## config.mk

```make
export PLATFORM = sky130hd
export DESIGN_NAME = md_iter_unit
export DESIGN_NICKNAME = d
export VERILOG_FILES = /design/src/rtl/md_iter_unit.sv
export SDC_FILE = /design/constraint.sdc
export NUM_CORES = 1
export LEC_CHECK = 0
export CORE_MARGIN = 3
export CORE_UTILIZATION = 50
export DETAILED_ROUTE_END_ITERATION = 10
export PLACE_DENSITY = 0.83
export SLEW_MARGIN = 40
export SYNTH_ARGS = -nofsm -noshare
export SYNTH_HDL_FRONTEND = slang
export SYNTH_SLANG_ARGS = --single-unit
export TNS_END_PERCENT = 30
```

## constraint.sdc

```tcl
create_clock -name clk -period 9.55 [get_ports clk]
set_input_delay 2.865 -clock clk [delete_from_list [all_inputs] [get_ports clk]]
set_output_delay 2.865 -clock clk [all_outputs]
set_load 0.02 [all_outputs]
```

## src/rtl/md_iter_unit.sv

```systemverilog
// Iterative multiply/divide unit that owns HI/LO and retires BITS_PER_CYCLE bits per clock.
// MULT uses a shift-add datapath and DIV a restoring datapath, both on operand magnitudes.
module md_iter_unit #(
    parameter int WIDTH          = 32,
    parameter int BITS_PER_CYCLE = 1
) (
    input  logic             clk,
    input  logic             rst,
    input  logic             start,
    input  logic             flush,
    input  logic [2:0]       op,
    input  logic             is_sign,
    input  logic [WIDTH-1:0] a,
    input  logic [WIDTH-1:0] b,
    output logic             busy,
    output logic             done,
    output logic [WIDTH-1:0] hi,
    output logic [WIDTH-1:0] lo
);

    localparam int K  = BITS_PER_CYCLE;
    localparam int N  = WIDTH / BITS_PER_CYCLE;
    localparam int CW = $clog2(N + 1);

    localparam logic [2:0] OP_MULT = 3'b001;
    localparam logic [2:0] OP_DIV  = 3'b010;
    localparam logic [2:0] OP_MTHI = 3'b011;
    localparam logic [2:0] OP_MTLO = 3'b100;

    typedef enum logic [1:0] {IDLE, RUN, FIX} state_t;

    state_t               state_q;
    logic [CW-1:0]        cnt_q;
    logic [2*WIDTH-1:0]   acc_q, acc_d;
    logic [WIDTH-1:0]     opnd_q, hi_q, lo_q;
    logic                 isDiv_q, negLo_q, negHi_q, divZero_q, done_q;
    logic [WIDTH-1:0]     magA, magB;
    logic [2*WIDTH-1:0]   prodFix;
    logic [WIDTH-1:0]     quoFix, remFix;

    assign magA = (is_sign && a[WIDTH-1]) ? -a : a;
    assign magB = (is_sign && b[WIDTH-1]) ? -b : b;

    // acc_q holds {partial product, remaining multiplier} for MULT and {remainder, dividend/quotient} for DIV
    always_comb begin
        logic [WIDTH+K-1:0] partial;
        logic [WIDTH+K-1:0] mulTerm;
        logic [WIDTH:0]     r;
        logic [WIDTH-1:0]   rem;
        logic [WIDTH-1:0]   quo;
        acc_d   = acc_q;
        partial = '0;
        mulTerm = '0;
        r       = '0;
        rem     = acc_q[2*WIDTH-1:WIDTH];
        quo     = acc_q[WIDTH-1:0];
        if (isDiv_q) begin
            for (int i = 0; i < K; i++) begin
                r   = {rem, quo[WIDTH-1]};
                quo = {quo[WIDTH-2:0], 1'b0};
                if (r >= {1'b0, opnd_q}) begin
                    r      = r - {1'b0, opnd_q};
                    quo[0] = 1'b1;
                end
                rem = r[WIDTH-1:0];
            end
            acc_d = {rem, quo};
        end else begin
            mulTerm = {{K{1'b0}}, opnd_q} * {{WIDTH{1'b0}}, acc_q[K-1:0]};
            partial = {{K{1'b0}}, acc_q[2*WIDTH-1:WIDTH]} + mulTerm;
            acc_d   = {partial, acc_q[WIDTH-1:K]};
        end
    end

    always_comb begin
        prodFix = negLo_q ? -acc_q : acc_q;
        quoFix  = divZero_q ? {WIDTH{1'b1}}
                            : (negLo_q ? -acc_q[WIDTH-1:0] : acc_q[WIDTH-1:0]);
        remFix  = negHi_q ? -acc_q[2*WIDTH-1:WIDTH] : acc_q[2*WIDTH-1:WIDTH];
    end

    always_ff @(posedge clk) begin
        if (rst) begin
            state_q   <= IDLE;
            cnt_q     <= '0;
            acc_q     <= '0;
            opnd_q    <= '0;
            hi_q      <= '0;
            lo_q      <= '0;
            isDiv_q   <= 1'b0;
            negLo_q   <= 1'b0;
            negHi_q   <= 1'b0;
            divZero_q <= 1'b0;
            done_q    <= 1'b0;
        end else begin
            done_q <= 1'b0;
            case (state_q)
                IDLE: begin
                    if (start && !flush) begin
                        case (op)
                            OP_MULT, OP_DIV: begin
                                acc_q     <= {{WIDTH{1'b0}}, magA};
                                opnd_q    <= magB;
                                cnt_q     <= '0;
                                isDiv_q   <= (op == OP_DIV);
                                // a zero divisor keeps the all-ones quotient un-negated
                                negLo_q   <= is_sign && (a[WIDTH-1] ^ b[WIDTH-1])
                                             && !((op == OP_DIV) && (b == '0));
                                negHi_q   <= is_sign && a[WIDTH-1];
                                divZero_q <= (b == '0);
                                state_q   <= RUN;
                            end
                            OP_MTHI: hi_q <= a;
                            OP_MTLO: lo_q <= a;
                            default: ;
                        endcase
                    end
                end
                RUN: begin
                    if (flush) begin
                        state_q <= IDLE;
                    end else begin
                        acc_q <= acc_d;
                        cnt_q <= cnt_q + 1'b1;
                        if (cnt_q == CW'(N - 1)) state_q <= FIX;
                    end
                end
                FIX: begin
                    if (!flush) begin
                        if (isDiv_q) begin
                            hi_q <= remFix;
                            lo_q <= quoFix;
                        end else begin
                            {hi_q, lo_q} <= prodFix;
                        end
                        done_q <= 1'b1;
                    end
                    state_q <= IDLE;
                end
                default: state_q <= IDLE;
            endcase
        end
    end

    assign busy = (state_q != IDLE);
    assign done = done_q;
    assign hi   = hi_q;
    assign lo   = lo_q;

endmodule

```

==> out/qor.log <==
qor: finish.area_growth 15.0%
qor: floorplan.coreArea 27900 um2
qor: synthesis.synth-seq-cells 173
qor: global_route.grt_first_pass_wirelength 78300 um
qor: floorplan.dieHeight 175 um
qor: placed_design.dpl.cell_count 2355
qor: sta.timing_worst_slew_pin_value 0.794 ns
qor: finish.final_cells 2387
qor: floorplan.die_width 175 um
qor: global_route.grt_use_total 0.317
qor: worst_setup_path.timing.critical_path.arrival 5.98 ns
qor: global_route.antenna_found_initial 0
qor: synthesis.post_synth.cell_area_avg 7.33 um2
qor: worst_setup_path.worstSetupEndpointType flop
qor: worst_setup_path.crit_path_start_kind primary input
qor: worst_setup_path.cp.depth 9
qor: worst_setup_path.timing.critical_path.slowest_cell_delay 0.65 ns
qor: placed_design.place.detailed.hpwl 37800 um
qor: sta.setup_viol 0
qor: clocking.clock_root_buffer_master sky130_fd_sc_hd__clkbuf_16
qor: sta.drv_slew 0
qor: worst_setup_path.cp_max_fanout 6
qor: clocking.cts_inserted_buffers 17
qor: pwr.p_leak 6.17 nW
qor: pwr.design_power_total 1.94 mW
qor: sta.post-route-period-util 0.596
qor: worst_setup_path.worstPathCellList clkdlybuf4s50_1 > or4_1 > or4_1 > o21ai_0 > o21a_1 > o21ai_0 > xor2_1 > a211oi_1 > nor3_1
qor: worst_setup_path.critical_path.endpoint acc_q[28]
qor: sta.max_freq 176 MHz
qor: worst_setup_path.path_class primary input to flop
qor: synthesis.synth-edff-count 0
qor: clocking.cts.sinks 173
qor: worst_setup_path.timing.critical_path.required 9.85 ns
qor: finish.final_common_cell sky130_fd_sc_hd__nand2_1
qor: synthesis.predominant_post_synthesis_flop_cell sky130_fd_sc_hd__dfxtp_1
qor: synthesis.synth.lib_cells_used.distinct 80
qor: placed_design.placement.io_buffers 137
qor: worst_setup_path.rrSetupSlack 5.45 ns
qor: detailed_routing.vias_per_cell 6.43
qor: synthesis.syn_inst 1943
qor: clocking.post_cts_resized 0
qor: detailed_routing.detail_route.first_pass.iterations 7
qor: pwr.power-per-cell-area 118 nW/um2
qor: placed_design.weighted_congestion_at_the_end_of_routability_driven_global_placement 1.02
qor: clocking.htreeDepth 4
qor: worst_setup_path.worstReg2RegStart acc_q[0]
qor: worst_setup_path.ff2ff_path_depth 12
qor: sta.sum_neg_setup_slack 0 ns
qor: worst_setup_path.critPathLaunch a[11]
qor: detailed_routing.final_antenna_net_count 0
qor: sta.hold_violations 0
qor: worst_setup_path.cp_slowest_cell sky130_fd_sc_hd__or4_1
qor: finish.layout.core_utilization 0.587
qor: global_route.globalRouteOverflowTotal 0
qor: global_route.first_global_vias 14.2k
qor: detailed_routing.drcViolationCount 0
qor: clocking.cts_tree built
qor: floorplan.row_count 61
qor: pwr.irDropWorstVdd 0.000114 V
qor: finish.num-fill-cells 2597
qor: global_route.grt_start_max_net_pins 75
qor: status.status complete, no violations
qor: sta.final_critical_path_time_including_i_o_delays_and_setup 5.69 ns
qor: synthesis.seq_area_frac_synth 0.243
qor: worst_setup_path.crit_family simple AND/OR/NAND/NOR gates
qor: synthesis.postSynthNetCount 2086
qor: worst_setup_path.r2r-end acc_q[61]
qor: synthesis.synth_async_sr_flop_share 0
qor: sta.unrepaired_setup_endpoints_after_global_routing no
qor: clocking.worst_skew_pair.late_latency 0.45 ns
qor: floorplan.floorplan.die_area 30600 um2
qor: finish.ratio_of_cells_with_drive_above_1_in_the_final_layout 0.0453
qor: detailed_routing.detail_route.iter0.violations 1887
qor: clocking.post_cts_hold_buffer_count 0
qor: floorplan.ios 138
qor: detailed_routing.detail_route.wl_per_cell 21.0 um
qor: synthesis.warnings_synthesis 0
qor: synthesis.netlist_area 14200 um2
qor: finish.n_antenna_cell 0
qor: detailed_routing.routed-via-count 15.3k
qor: clocking.path_clk_slew 0.07 ns
qor: sta.slew_headroom 0.471
qor: worst_setup_path.critical_path_buf_inv_count 1
qor: finish.layout_common_cells 212 x sky130_fd_sc_hd__nand2_1, 204 x sky130_fd_sc_hd__nor2_1, 175 x sky130_fd_sc_hd__a21oi_1, 172 x sky130_fd_sc_hd__dfxtp_1, 136 x sky130_fd_sc_hd__clkdlybuf4s50_1
qor: flow_run.timing.max_cap.violations 0
qor: floorplan.start_util 0.510
qor: finish.layout.nets 2139
qor: sta.final.setup_skew 0.0209 ns
qor: clocking.postCtsSetupRepairBufs 0
qor: hold_path.timing.hold.worst.class flop to flop
qor: clocking.clock_path_buffers 2
qor: detailed_routing.wirelength_routed 50200 um
## area by class of cell
class	count	area, um2	share of cell area
multi-input combinational	1585	10100	0.618
sequential	173	3470	0.212
timing repair buffer	153	1490	0.0909
tap	378	473	0.0289
clock buffer	19	433	0.0264
inverter	66	249	0.0152
clock inverter	13	155	0.00947
## worst min-delay path, cell delays in order (launching register included)
cell	delay (ns)
sky130_fd_sc_hd__dfxtp_1	0.31
sky130_fd_sc_hd__nand2_1	0.05
sky130_fd_sc_hd__a21oi_1	0.05
## Yosys cell counts (11+ instances only)
cell type | instances | area [um2]
sky130_fd_sc_hd__a211oi_1 | 62 | 465
sky130_fd_sc_hd__a21o_1 | 31 | 233
sky130_fd_sc_hd__a21oi_1 | 176 | 881
sky130_fd_sc_hd__a22oi_1 | 11 | 82.6
sky130_fd_sc_hd__a31oi_1 | 18 | 113
sky130_fd_sc_hd__and2_1 | 15 | 93.8
sky130_fd_sc_hd__and3_1 | 17 | 106
sky130_fd_sc_hd__clkbuf_1 | 109 | 409
sky130_fd_sc_hd__dfxtp_1 | 173 | 3460
sky130_fd_sc_hd__ha_1 | 69 | 863
sky130_fd_sc_hd__inv_1 | 64 | 240
sky130_fd_sc_hd__mux2i_1 | 42 | 420
sky130_fd_sc_hd__nand2_1 | 214 | 803
sky130_fd_sc_hd__nand2b_1 | 16 | 100
sky130_fd_sc_hd__nand3_1 | 29 | 145
sky130_fd_sc_hd__nand4_1 | 15 | 93.8
sky130_fd_sc_hd__nor2_1 | 206 | 773
sky130_fd_sc_hd__nor2b_1 | 14 | 87.6
sky130_fd_sc_hd__nor3_1 | 55 | 275
sky130_fd_sc_hd__nor4_1 | 17 | 106
sky130_fd_sc_hd__o211ai_1 | 32 | 240
sky130_fd_sc_hd__o21a_1 | 13 | 97.6
sky130_fd_sc_hd__o21ai_0 | 133 | 666
sky130_fd_sc_hd__o221ai_1 | 22 | 193
sky130_fd_sc_hd__o31ai_1 | 22 | 165
sky130_fd_sc_hd__o41ai_1 | 12 | 105
sky130_fd_sc_hd__or2_2 | 11 | 68.8
sky130_fd_sc_hd__or3_1 | 20 | 125
sky130_fd_sc_hd__or4_1 | 13 | 97.6
sky130_fd_sc_hd__xnor2_1 | 79 | 692
sky130_fd_sc_hd__xor2_1 | 85 | 744
## per-layer routing
metal | wire length, um | up-vias | global-route usage | share of wire
li1 | - | 7186 | - | -
met1 | 20100 | 7005 | 0.419 | 0.40
met2 | 21800 | 974 | 0.493 | 0.43
met3 | 5430 | 177 | 0.0661 | 0.11
met4 | 2830 | 0 | 0.159 | 0.056
met5 | 0 | - | 0 | 0
## registers in the layout, indices dropped and copies added (netlist names)
| register | count |
|---|---|
| acc_q | 64 |
| cnt_q | 6 |
| divZero_q | 1 |
| done | 1 |
| hi | 32 |
| isDiv_q | 1 |
| lo | 32 |
| negHi_q | 1 |
| negLo_q | 1 |
| opnd_q | 32 |
| state_q | 2 |
## cell families after synthesis
| logic type | synth area share |
|---|---|
| AOI/OAI and AO/OA | 0.285 |
| DFF | 0.243 |
| xor gates and xnor gates | 0.101 |
| adders and majority gates | 0.0634 |
| muxes | 0.0311 |
| buffers and inverters | 0.0499 |
| and+or+nand+nor | 0.227 |
## how the worst min path moves through the flow
stage | start | endpoint | slack, ns | cells past startpoint
after CTS | lo[31] | lo[31] | 0.46 | 2
after global placement | hi[29] | hi[29] | 0.44 | 2
after floorplan | opnd_q[17] | opnd_q[17] | 0.43 | 2
final | lo[24] | lo[24] | 0.46 | 2
after detailed placement | lo[31] | lo[31] | 0.45 | 2
after global routing | lo[16] | lo[16] | 0.48 | 2
## where the power goes
part / switching (mW) / total [mW] / internal, mW
combinational: 0.284 / 0.451 / 0.168
sequential: 0.0182 / 0.754 / 0.736
clock: 0.337 / 0.731 / 0.394
## per-stage QoR
step / setup WS [ns] / area, um2 / hold slack, ns
after floorplan: 4.41 / 14200 / 0.432
after CTS: 3.95 / 16400 / 0.457
after global routing: 3.66 / 16400 / 0.479
final: 3.86 / 16400 / 0.455
after detailed placement: 3.50 / 15800 / 0.448
after global placement: 3.31 / 15800 / 0.439
(Power assumes the default switching activity.)
